**src/rtl/seq_pattern_pkg.sv**
```systemverilog
// Shared definitions for the serial pattern transmitter: state encoding and
// the default pattern that the detector bench also expects.
package seq_pattern_pkg;

  localparam int         PAT_W_DEF   = 4;
  localparam int         REP_W_DEF   = 4;
  localparam logic [3:0] PAT_RST_DEF = 4'b1011;

  typedef enum logic [1:0] {
    ST_IDLE = 2'd0,
    ST_SEND = 2'd1,
    ST_HOLD = 2'd2,
    ST_DONE = 2'd3
  } state_t;

endpackage

```
**src/rtl/seq_pattern_cnt.sv**
```systemverilog
// Bit-index / repetition counter pair. bit_idx counts down from PAT_W-1 and
// reloads after bit 0; each reload consumes one repetition.
module seq_pattern_cnt
  import seq_pattern_pkg::*;
#(
  parameter int PAT_W = PAT_W_DEF,
  parameter int REP_W = REP_W_DEF
) (
  input  logic                     clk,
  input  logic                     reset,
  input  logic                     i_load,
  input  logic [REP_W-1:0]         i_reps,
  input  logic                     i_en,
  output logic [$clog2(PAT_W)-1:0] o_bit_idx,
  output logic                     o_last_bit,
  output logic                     o_last_rep
);

  localparam int               IDX_W   = $clog2(PAT_W);
  localparam logic [IDX_W-1:0] IDX_TOP = IDX_W'(PAT_W - 1);

  logic [IDX_W-1:0] r_bit_idx;
  logic [REP_W-1:0] r_rep_cnt;

  // Load on an accepted start, step once per transmitted bit.
  // NOTE: sequential state uses non-blocking assignments so every register
  // samples the pre-edge values, independent of statement order.
  always_ff @(posedge clk or posedge reset) begin
    if (reset) begin
      r_bit_idx <= IDX_TOP;
      r_rep_cnt <= '0;
    end else if (i_load) begin
      r_bit_idx <= IDX_TOP;
      r_rep_cnt <= i_reps;
    end else if (i_en) begin
      if (r_bit_idx == '0) begin
        r_bit_idx <= IDX_TOP;
        r_rep_cnt <= r_rep_cnt - 1'b1;
      end else begin
        r_bit_idx <= r_bit_idx - 1'b1;
      end
    end
  end

  assign o_bit_idx  = r_bit_idx;
  assign o_last_bit = (r_bit_idx == '0);
  assign o_last_rep = (r_rep_cnt == REP_W'(1));

endmodule

```
**src/rtl/seq_pattern_tx.sv**
```systemverilog
// Serial pattern transmitter: sends pat_reg MSB-first, reps times back to
// back, with start/busy/done handshake. All outputs are registered and lag
// the state register by one edge, so the first bit appears one cycle after
// the start edge.
module seq_pattern_tx
  import seq_pattern_pkg::*;
#(
  parameter int               PAT_W   = PAT_W_DEF,
  parameter logic [PAT_W-1:0] PAT_RST = PAT_W'(PAT_RST_DEF),
  parameter int               REP_W   = REP_W_DEF
) (
  input  logic             clk,
  input  logic             reset,
  input  logic             cfg_we,
  input  logic [PAT_W-1:0] cfg_pattern,
  input  logic             start,
  input  logic [REP_W-1:0] reps,
  input  logic             pause,
  output logic             dout,
  output logic             dout_valid,
  output logic             busy,
  output logic             done
);

  localparam int IDX_W = $clog2(PAT_W);

  state_t           r_state, w_state_nxt;
  logic [PAT_W-1:0] r_pat;
  logic             r_dout, r_dout_valid, r_busy, r_done;
  logic             w_dout_nxt, w_valid_nxt, w_busy_nxt, w_done_nxt;
  logic             w_cnt_load, w_cnt_en, w_pat_we;
  logic [IDX_W-1:0] w_bit_idx;
  logic             w_last_bit, w_last_rep;

  seq_pattern_cnt #(
    .PAT_W (PAT_W),
    .REP_W (REP_W)
  ) u_cnt (
    .clk        (clk),
    .reset      (reset),
    .i_load     (w_cnt_load),
    .i_reps     (reps),
    .i_en       (w_cnt_en),
    .o_bit_idx  (w_bit_idx),
    .o_last_bit (w_last_bit),
    .o_last_rep (w_last_rep)
  );

  // Next state, next registered outputs and counter/pattern controls.
  // NOTE: every signal gets a default before the case so no path leaves
  // one unassigned, which would otherwise infer a latch.
  always_comb begin
    w_state_nxt = r_state;
    w_dout_nxt  = 1'b0;
    w_valid_nxt = 1'b0;
    w_busy_nxt  = 1'b0;
    w_done_nxt  = 1'b0;
    w_cnt_load  = 1'b0;
    w_cnt_en    = 1'b0;
    w_pat_we    = 1'b0;
    case (r_state)
      ST_IDLE: begin
        w_pat_we = cfg_we;
        if (start) begin
          if (reps != '0) begin
            w_cnt_load  = 1'b1;
            w_state_nxt = ST_SEND;
          end else begin
            w_state_nxt = ST_DONE;
          end
        end
      end
      // HOLD resumes straight into emitting the frozen bit, so a pause of
      // n cycles costs exactly n invalid cycles.
      ST_SEND, ST_HOLD: begin
        w_busy_nxt = 1'b1;
        if (pause) begin
          w_dout_nxt  = r_dout;
          w_state_nxt = ST_HOLD;
        end else begin
          w_dout_nxt  = r_pat[w_bit_idx];
          w_valid_nxt = 1'b1;
          w_cnt_en    = 1'b1;
          w_state_nxt = (w_last_bit && w_last_rep) ? ST_DONE : ST_SEND;
        end
      end
      ST_DONE: begin
        w_busy_nxt  = 1'b1;
        w_done_nxt  = 1'b1;
        w_state_nxt = ST_IDLE;
      end
      default: w_state_nxt = ST_IDLE;
    endcase
  end

  // State register.
  always_ff @(posedge clk or posedge reset) begin
    if (reset) r_state <= ST_IDLE;
    else       r_state <= w_state_nxt;
  end

  // Pattern register, writable only while idle.
  always_ff @(posedge clk or posedge reset) begin
    if (reset)         r_pat <= PAT_RST;
    else if (w_pat_we) r_pat <= cfg_pattern;
  end

  // Registered (Moore) outputs.
  always_ff @(posedge clk or posedge reset) begin
    if (reset) begin
      r_dout       <= 1'b0;
      r_dout_valid <= 1'b0;
      r_busy       <= 1'b0;
      r_done       <= 1'b0;
    end else begin
      r_dout       <= w_dout_nxt;
      r_dout_valid <= w_valid_nxt;
      r_busy       <= w_busy_nxt;
      r_done       <= w_done_nxt;
    end
  end

  assign dout       = r_dout;
  assign dout_valid = r_dout_valid;
  assign busy       = r_busy;
  assign done       = r_done;

endmodule

```
**config.mk**
```make
export PLATFORM = sky130hd
export DESIGN_NAME = seq_pattern_tx
export DESIGN_NICKNAME = d
export VERILOG_FILES = /design/src/rtl/seq_pattern_pkg.sv /design/src/rtl/seq_pattern_cnt.sv /design/src/rtl/seq_pattern_tx.sv
export SDC_FILE = /design/constraint.sdc
export NUM_CORES = 1
export LEC_CHECK = 0
export BUFFER_PORTS_ARGS = -buffer_cell sky130_fd_sc_hd__buf_2
export CELL_PAD_IN_SITES_DETAIL_PLACEMENT = 0
export CELL_PAD_IN_SITES_GLOBAL_PLACEMENT = 2
export CORE_MARGIN = 5
export CORE_UTILIZATION = 33
export DETAILED_ROUTE_END_ITERATION = 6
export GPL_TIMING_DRIVEN = 0
export PLACE_DENSITY = 0.79
export SLEW_MARGIN = 5
export SYNTH_ARGS = -nofsm -noshare
export SYNTH_HDL_FRONTEND = slang
export SYNTH_HIERARCHICAL = 1
export SYNTH_SLANG_ARGS = --single-unit
```
**constraint.sdc**
```tcl
create_clock -name clk -period 2.25 [get_ports clk]
set_input_delay 0 -clock clk [delete_from_list [all_inputs] [get_ports clk]]
set_output_delay 0 -clock clk [all_outputs]
set_load 0.005 [all_outputs]
```
==> metrics.md, run 1 <==
| Metric | Value |
|---|---|
| RSZ-0062 raised after global routing | no |
| Max clock buf depth | 2 |
| Post-synth EDFFs | 0 |
| Power per Cell Area | 1150 nW/um^2 |
| Synthesis-to-finish area growth | 29.3% |
| Post-synthesis sequential area ratio | 0.488 |
| Critical path's largest stage delay | 0.38 ns |
| CP endpoint kind | flip-flop |
| Largest net degree at the start of global routing | 11 |
| Crit path cell chain | inv_1 -> ha_1 -> nor2b_1 -> buf_4 -> nand2_2 -> a22o_1 -> a211o_1 |
| Max-cap violations | 0 |
| Vias in the first global route | 636 |
| Die Span X | 60.3 um |
| Avg WL per Cell | 11.6 um |
| Post-route DRC | 0 |
| DR vias | around 610 |
| Synthesized area | 833 sq um |
| Row count | 18 |
| Peak Freq | roughly 560 MHz |
| Place WS | around 0.49 ns |
| Measured slew at the worst slew-check pin | ~0.42 ns |
| All-Layer GR Usage | 0.105 |
| CTS Buf Count | 3 |
| Setup Skew | 0.00280 ns |
| Yosys warns | 6 |
| Worst-Skew Late Latency | between 0.2 and 0.3 ns |
| Syn Nets | 94 |
| Core area | 2450 sq um |
| Antenna violations before repair | 0 |
| Hold Violations, Final | 0 |
| Yosys cell types | 31 |
| Crit Path Max Fanout | 7 |
| Min cycle time layout | 1.78 ns |
| Worst EP arrival | 1.94 ns |
| Final worst slack | approximately 0.47 ns |
| I/O pins | 17 |
| Total power draw | 0.00124 W |
| Final WL | 1550 um |
| Async set or reset register ratio after synthesis | 1.00 |
| Clock sink count | 16 |
| Post-CTS Setup Repair Bufs | 0 |
| Initial Util | 0.339 |
| Nets@finish | 124 |
| Hold Path Class | input port to flip-flop |
| Slew Limit Fails | 0 |
| CTS H-tree depth | 1 |
| Commonest non-fill, non-tap cell in the layout | buf_2 |
| CTS tree | yes |
| Remaining Overflow, GRT | 0 |
| FILL cells | between 200 and 250 |
| Final period util | 0.791 |
| Max-slew headroom | 0.715 |
| LEAKAGE | a little over 0.5 nW |
| Outcome | complete, no violations |
| Clock slew at reported path FFs | 0.09 ns |
| DPL Wire Length | 1240 um |
| Commonest non-fill, non-tap cells in the layout | 17 x buf_2, 11 x dfrtp_1, 9 x inv_1, 9 x dlygate4sd3_1 |
| Antenna Diode Count | 0 |
| GPL Wtd Cong | 0.726 |
| CP Class | flip-flop to flip-flop |
| Crit start category | flip-flop |
| Port Buf Inserts | 16 |
| Syn avg cell area | 11.1 sq um |
| Endpoints failing setup | 0 |
| First-pass GRT wire length | 2770 um |
| DR iter-0 viols | 11 |
| #FFs+latches synth | 16 |
| Die height | 60.3 um |
| Antenna Nets Post-Route | 0 |
| Maximum vdd drop | 0.000701 V |
| Setup_tns | 0 ns |
| Syn Inst Count | 75 |
| Critical path required time | 2.41 ns |
| First-pass DRT Iterations | 4 |
| Slowest CP cell | dfrtp_1 |
| Top FF cell, synth | dfrtp_1 |
| Die area | 3630 sq um |
| CTS root buf | clkbuf_4 |
| Vias per cell | about 4.5 |
| Layout cells sized above 1 | 0.337 |
==> kinds of logic after synthesis <==
kind of cell               synth area share
and+or+nand+nor                       0.152
muxes                                0.0931
xor gates and xnor gates             0.0315
DFF                                   0.488
AOI/OAI and AO/OA                    0.0901
adders and majority gates            0.0901
buffers and inverters                0.0556
==> cell usage after synthesis, types with 2 or more instances <==
cell	number	area share
dfrtp_1	11	0.33
inv_1	9	0.041
ha_1	6	0.090
nand2_1	6	0.027
dfstp_2	5	0.16
mux2_2	4	0.054
nand2b_1	3	0.023
o21ai_0	3	0.018
a21oi_1	2	0.012
nor2_1	2	0.0090
nor2b_1	2	0.015
o21ai_1	2	0.012
xnor2_1	2	0.021
==> final cells by class <==
type                            instances  area (sq um)  area share
Sequential cell                        16           407       0.377
Tap cell                               30          37.5      0.0348
Multi-Input combinational cell         48           380       0.353
Timing Repair Buffer                   25           170       0.158
Buffer                                  2          12.5      0.0116
Clock buffer                            4          36.3      0.0337
Inverter                                9          33.8      0.0314
==> worst max-delay path: cells and delay by family, from the launching register on <==
family	cells	cell delay (ns)
compound gates	2	0.42
buf+inv	2	0.26
flops	1	0.38
simple gates	2	0.30
fa+ha+maj	1	0.30
==> sequential cells by signal (all words and copies together) (netlist names) <==
| name | flops |
|---|---|
| u_cnt/o_bit_idx | 2 |
| dout | 1 |
| busy | 1 |
| done | 1 |
| r_state | 2 |
| u_cnt/r_rep_cnt | 4 |
| r_pat | 4 |
| dout_valid | 1 |
==> per-layer routing <==
layer  vias up  part of all wire  wire [um]  global-route usage
li1        310                 -          -                   -
met1       291              0.45        700               0.122
met2         6              0.51        797               0.181
met3         2             0.022         34              0.0324
met4         0             0.012         18              0.0380
met5         -                 0          0                   0
==> metrics by stage <==
step,instances,cell area [sq um],hold WS (ns),utilization
detailed placement,121,951,-0.0539,0.387
global placement,121,951,-0.0542,0.387
floorplan,75,833,-0.210,-
global route,134,1080,0.0697,0.439
CTS,134,1080,0.0562,0.439
finish,134,1080,0.0586,0.439
==> final timing paths <==
path	from	end	slack [ns]	cells after the start
setup / recovery	r_state[1]	u_cnt/r_rep_cnt[3]	0.47	7
hold / removal	reps[3]	r_state[1]	0.06	4
setup reg to reg	r_state[1]	u_cnt/r_rep_cnt[3]	0.47	7
hold reg to reg	r_pat[2]	r_pat[2]	0.52	1
max in group asynchronous	reset	r_pat[1]	1.69	3
min in group asynchronous	reset	u_cnt/r_rep_cnt[2]	0.19	3
==> report_power, final <==
group,total [W],internal [W],switching (W)
Combinational,0.000534,0.000283,0.000251
Sequential,0.000521,0.000448,0.0000733
Clock,0.000182,0.0000983,0.0000840
Total,0.00124,0.000829,0.000408
==> repair_timing <==
| item | CTS | global route |
|---|---|---|
| hold buffers | 9 | 0 |
| endpoints found under the hold margin | 24 | 0 |
| resized for setup | 0 | 0 |
Power figures use the tool's default switching activity.
==> inputs of run 2 (changes only) <==
- CORE_UTILIZATION: 33 -> 30
- PLACE_DENSITY: 0.79 -> 0.76
- clock period: 2.25 -> 1.5 ns (I/O delays scaled with it)
==> run 2 against run 1 <==
  * The flow now finishes with violations (negative setup slack)
  * Core utilization down 1.5 points
  * Non-clock buffer count is 6 higher
  * Worst hold slack got worse by 0.039 ns
  * First-iteration DRC count shrank 27%
  * Final cell count increased by 5.2%
  * Combinational power up 91%
  * Clock power rose by 28%
  * Clock skew up 0.0076 ns
  * Sequential share of layout area decreased by 2.4 points
  * Register-to-register slack worse by 0.50 ns
  * Critical path depth is the same
  * Critical path type unchanged
  * Critical endpoint unchanged
  * Largest power group unchanged
==> metrics.md, run 2 (synthesis gave the netlist of run 1 again) <==
| Metric | Value |
|---|---|
| Outcome | complete, but fails checks |
| Final Cell Area | 1150 sq um |
| Avg WL per Cell | around 12 um |
| Worst EP arrival | 1.71 ns |
| Largest net degree at the start of global routing | 11 |
| Placed inst area | slightly below 1000 sq um |
| Biggest registers after layout | r_pat x4, u_cnt/r_rep_cnt x4 |
| Max clock buf depth | 2 |
| Clock sink count | 16 |
| Die Span X | 62.7 um |
| Clock slew at reported path FFs | 0.09 ns |
| Sw frac | 0.331 |
| Seq pwr share | 0.386 |
| Port Buf Inserts | 16 |
| All-Layer GR Usage | 0.0889 |
| GPL Wtd Cong | 0.756 |
| CTS tree | yes |
| Vias in the first global route | between 600 and 700 |
| Min cycle time layout | 1.53 ns |
| Total power draw | 0.00205 W |
| First-pass DRT Iterations | 3 |
| Initial Util | 0.307 |
| Remaining Overflow, GRT | 0 |
| CTS Buf Count | 3 |
| Final WL | around 1600 um |
| Switching power | 0.000678 W |
| Die area | 3930 sq um |
| Setup_tns | -0.0294 ns |
| Hold Path Class | input port to flip-flop |
| CP Class | flip-flop to flip-flop |
| Layout cells sized above 1 | 0.445 |
| First-pass GRT wire length | 2750 um |
| Non-Filler Instances | 141 |
| LEAKAGE | around 0.56 nW |
| Max-cap violations | 0 |
| Antenna violations before repair | 0 |
| Slew Limit Fails | 0 |
| Final period util | 1.02 |
| Core area | 2710 sq um |
| Antenna Diode Count | 0 |
| DR vias | approximately 640 |
| Crit Path Max Fanout | 5 |
| Post-route DRC | 0 |
| Die height | 62.7 um |
| Antenna Nets Post-Route | 0 |
| Clk pwr share | 0.114 |
| CP endpoint kind | flip-flop |
| Synthesis-to-finish area growth | 38.0% |
| Internal Pwr Total | 0.00137 W |
| FILL cells | 279 |
| Post-placement cell count | ~120 |
| Measured slew at the worst slew-check pin | 0.452 ns |
| R2r worst-path depth | 7 |
| Combinational fraction of design power | 0.500 |
| Commonest non-fill, non-tap cell in the layout | buf_2 |
| Commonest non-fill, non-tap cells in the layout | 17 x buf_2, 11 x dfrtp_1, 8 x dlygate4sd3_1 |
| CTS H-tree depth | 1 |
| Row count | 19 |
| Power per Cell Area | about 1800 nW/um^2 |
| DR iter-0 viols | 8 |
| Setup Skew | 0.0104 ns |
| DPL Wire Length | roughly 1200 um |
| Crit start category | flip-flop |
| Failing checks | negative setup slack |
| Worst-Skew Late Latency | 0.29 ns |
| CTS root buf | clkbuf_4 |
| I/O pins | 17 |
| Vias per cell | around 4.5 |
| Final worst slack | -0.0294 ns |
| Max-slew headroom | 0.696 |
| Min-Delay Path Depth | 4 |
| Critical path required time | 1.68 ns |
| Hold Violations, Final | 0 |
| RSZ-0062 raised after global routing | yes |
| Maximum vdd drop | between 0.0008 and 0.0009 V |
| Nets@finish | 130 |
| Endpoints failing setup | 1 |
| Peak Freq | roughly 650 MHz |
## run 2: cell count changes in the layout (fill, tap and decap cells not counted), sizes merged
cell         change
dlygate4sd3      -1
buf              +7
## run 2: critical path: stages (launching register included)
cell     delay (ns)
dfrtp_1        0.38
inv_2          0.06
ha_4           0.26
nor2b_4        0.14
buf_6          0.12
nand2_4        0.06
a22o_1         0.18
a211o_1        0.22
## run 2: timing repair
action                                  in CTS  in global routing
buffers inserted                             5                  2
resized for setup                            4                  4
pin swaps                                    0                  3
hold endpoints to repair                    21                  0
endpoints found under the setup margin       4                  4
hold buffers                                 8                  0
## run 2: final timing paths
kind	from	end	slack, ns
worst max-delay path	r_state[1]	u_cnt/r_rep_cnt[3]	-0.03
worst min-delay path	reps[1]	r_state[1]	0.02
worst max register to register	r_state[1]	u_cnt/r_rep_cnt[3]	-0.03
worst min register to register	r_pat[2]	r_pat[2]	0.52
max in group asynchronous	reset	r_pat[1]	0.94
min in group asynchronous	reset	u_cnt/r_rep_cnt[3]	0.17
## run 2: power by group through the flow
stage | logic (W) | registers [W] | clock network [W]
floorplan | 0.000645 | 0.000772 | 0
global placement | 0.000805 | 0.000789 | 0
detailed placement | 0.000817 | 0.000795 | 0
CTS | 0.000981 | 0.000787 | 0.000255
global route | 0.00115 | 0.000813 | 0.000267
finish | 0.00102 | 0.000790 | 0.000233
## run 2: per-layer routing
layer | vias up | track usage | wire length (um)
li1 | 320 | - | -
met1 | 302 | 0.0967 | 699
met2 | 12 | 0.154 | 809
met5 | - | 0 | 0
met4 | 0 | 0.0318 | 53
met3 | 4 | 0.0360 | 78
## run 2: area by class of cell
cell class	instances	area, sq um	share of cell area
Clock buffer	4	26.3	0.0229
Buffer	2	16.3	0.0141
Inverter	9	33.8	0.0294
Sequential cell	16	407	0.354
Tap cell	31	38.8	0.0337
Multi-Input combinational cell	48	415	0.361
Timing Repair Buffer	31	213	0.185
## run 2: metrics by stage
stage          utilization  hold slack (ns)  worst slack [ns]
2_1_floorplan            -           -0.210          -0.00876
3_3_place_gp         0.357          -0.0522            -0.120
3_5_place_dp         0.357          -0.0612            -0.142
4_1_cts              0.415          0.00441           -0.0262
5_1_grt              0.424           0.0204           -0.0831
6_report             0.424           0.0191           -0.0294
==> inputs of run 3 (changes only) <==
- CELL_PAD_IN_SITES_DETAIL_PLACEMENT: 0 -> 1
- TNS_END_PERCENT: not set -> 50
==> run 3 against run 2 <==
  * The flow still finishes with violations (negative setup slack)
  * Register-to-register slack lost 0.02 ns
  * Die area unchanged
  * Largest power group unchanged
  * Power is 8.6% higher
  * Highest routed layer unchanged
  * Via count is 10% higher
  * Combinational power is 17% higher
==> metrics.md, run 3 (synthesis gave the netlist of run 1 again) <==
| Metric | Value |
|---|---|
| Outcome | complete, but fails checks |
| Failing checks | negative setup slack |
| Setup Skew | about 0.011 ns |
| Nets@finish | 135 |
| DR iter-0 viols | 10 |
| Final Cell Area | between 1000 and 1500 sq um |
| Setup_tns | -0.0600 ns |
| DPL Wire Length | roughly 1300 um |
| Final period util | 1.03 |
| Worst Setup SP | r_state[1] |
| Slew Limit Fails | 0 |
| Post-route DRC | 0 |
| Total power draw | 0.00222 W |
| LEAKAGE | 0.587 nW |
| CTS H-tree depth | 1 |
| Peak Freq | 645 MHz |
| CTS Buf Count | 3 |
| Antenna Diode Count | 0 |
| Final worst slack | -0.0508 ns |
| Die height | approximately 63 um |
| Largest net degree at the start of global routing | 11 |
| Grt met3 use | 0.0414 |
| Port Buf Inserts | 16 |
| Antenna Nets Post-Route | 0 |
| Worst EP arrival | 1.72 ns |
| First-pass GRT wire length | 3350 um |
| Vias per cell | a little under 5 |
| Max-slew headroom | 0.607 |
| Die Span X | 62.7 um |
| Hold Path Class | input port to flip-flop |
| Max-cap violations | 0 |
| Worst-Skew Late Latency | 0.28 ns |
| Measured slew at the worst slew-check pin | 0.584 ns |
| I/O pins | 17 |
| Post-placement cell count | 122 |
| Busiest grt layer | met2 |
| Initial Util | 0.307 |
| GR Util met1 | 0.111 |
| GPL Wtd Cong | 0.756 |
| Endpoints failing setup | 2 |
| Remaining Overflow, GRT | 0 |
| DR vias | 704 |
| Max clock buf depth | 2 |
| Worst r2r src | r_state[1] |
| Avg WL per Cell | between 10 and 15 um |
| Antenna violations before repair | 0 |
| Crit start category | flip-flop |
| Commonest non-fill, non-tap cells in the layout | 17 x buf_2, 12 x buf_4, 11 x dfrtp_1 |
| HP Start | reps[3] |
| Non-Filler Instances | 146 |
| CTS tree | yes |
| Hold Violations, Final | 0 |
| Commonest non-fill, non-tap cell in the layout | buf_2 |
| All-Layer GR Usage | 0.110 |
| Row count | 19 |
| Layout cells sized above 1 | 0.478 |
| Vias in the first global route | 740 |
| Final WL | ~2200 um |
| CTS root buf | clkbuf_4 |
| FILL cells | 319 |
| Min cycle time layout | 1.55 ns |
| Core area | 2710 sq um |
| Die area | about 3900 sq um |
| Placed inst area | 968 sq um |
| Synthesis-to-finish area growth | 43.7% |
| Crit Path Max Fanout | 5 |
| Grt met2 use | 0.202 |
| RSZ-0062 raised after global routing | yes |
| Clock sink count | 16 |
| Biggest registers after layout | r_pat x4, u_cnt/r_rep_cnt x4 |
| Clock slew at reported path FFs | 0.10 ns |
| CP Class | flip-flop to flip-flop |
| Critical path required time | 1.67 ns |
| First-pass DRT Iterations | 2 |
| Power per Cell Area | 1860 nW/um^2 |
| CP endpoint kind | flip-flop |
| Maximum vdd drop | approximately 0.00086 V |
## run 3: cell count changes in the layout (fill, tap and decap cells not counted), sizes merged
| cell | previous run | this run |
|---|---|---|
| buf | 25 | 30 |
## run 3: cell type report
| cell class | count | area (sq um) | share of cell area |
|---|---|---|---|
| inverters | 9 | 33.8 | 0.0282 |
| multi-input cells | 48 | 425 | 0.355 |
| repair buffers | 36 | 250 | 0.209 |
| plain buffers | 2 | 16.3 | 0.0136 |
| flip-flops and latches | 16 | 407 | 0.340 |
| clock buffers | 4 | 26.3 | 0.0219 |
| well taps | 31 | 38.8 | 0.0324 |
## run 3: power by group
group	switching [W]	internal (W)	total, W	leakage, nW
clock network	0.000129	0.000103	0.000232	0.0150
registers	0.000128	0.000672	0.000800	0.186
logic	0.000502	0.000688	0.00119	0.386
total	0.000759	0.00146	0.00222	0.587
## run 3: per-stage QoR
step                      worst slack, ns   util  hold WS, ns
final                             -0.0508  0.442       0.0636
after global routing               -0.104  0.442       0.0629
after CTS                         -0.0261  0.423       0.0261
after detailed placement           -0.147  0.357      -0.0605
after global placement             -0.120  0.357      -0.0522
after floorplan                  -0.00876      -       -0.210
## run 3: final timing paths
path / to / slack (ns) / depth (start not counted)
hold / removal: u_cnt/r_rep_cnt[3] / 0.06 / 3
setup reg to reg: u_cnt/r_rep_cnt[3] / -0.05 / 7
max in group asynchronous: r_pat[3] / 0.92 / 3
hold reg to reg: r_pat[2] / 0.53 / 1
min in group asynchronous: u_cnt/r_rep_cnt[3] / 0.19 / 3
setup / recovery: u_cnt/r_rep_cnt[3] / -0.05 / 7
## run 3: repair_timing
action	4_1_cts	5_1_grt
buffers inserted	8	4
endpoints found under the hold margin	20	0
hold buffers	8	0
setup endpoints to repair	4	5
gates resized for setup	4	6
pin swaps	1	3
## run 3: critical path, stage by stage (launching register included)
cell	delay (ns)
dfrtp_1	0.38
inv_2	0.07
ha_4	0.26
nor2b_4	0.14
buf_6	0.13
nand2_4	0.06
a22o_1	0.17
a211o_1	0.22
## run 3: metal layers
layer  vias up  share of wire
met5         -              0
met4         0          0.012
met3         2          0.038
met2        13           0.58
met1       359           0.37
li1        330              -
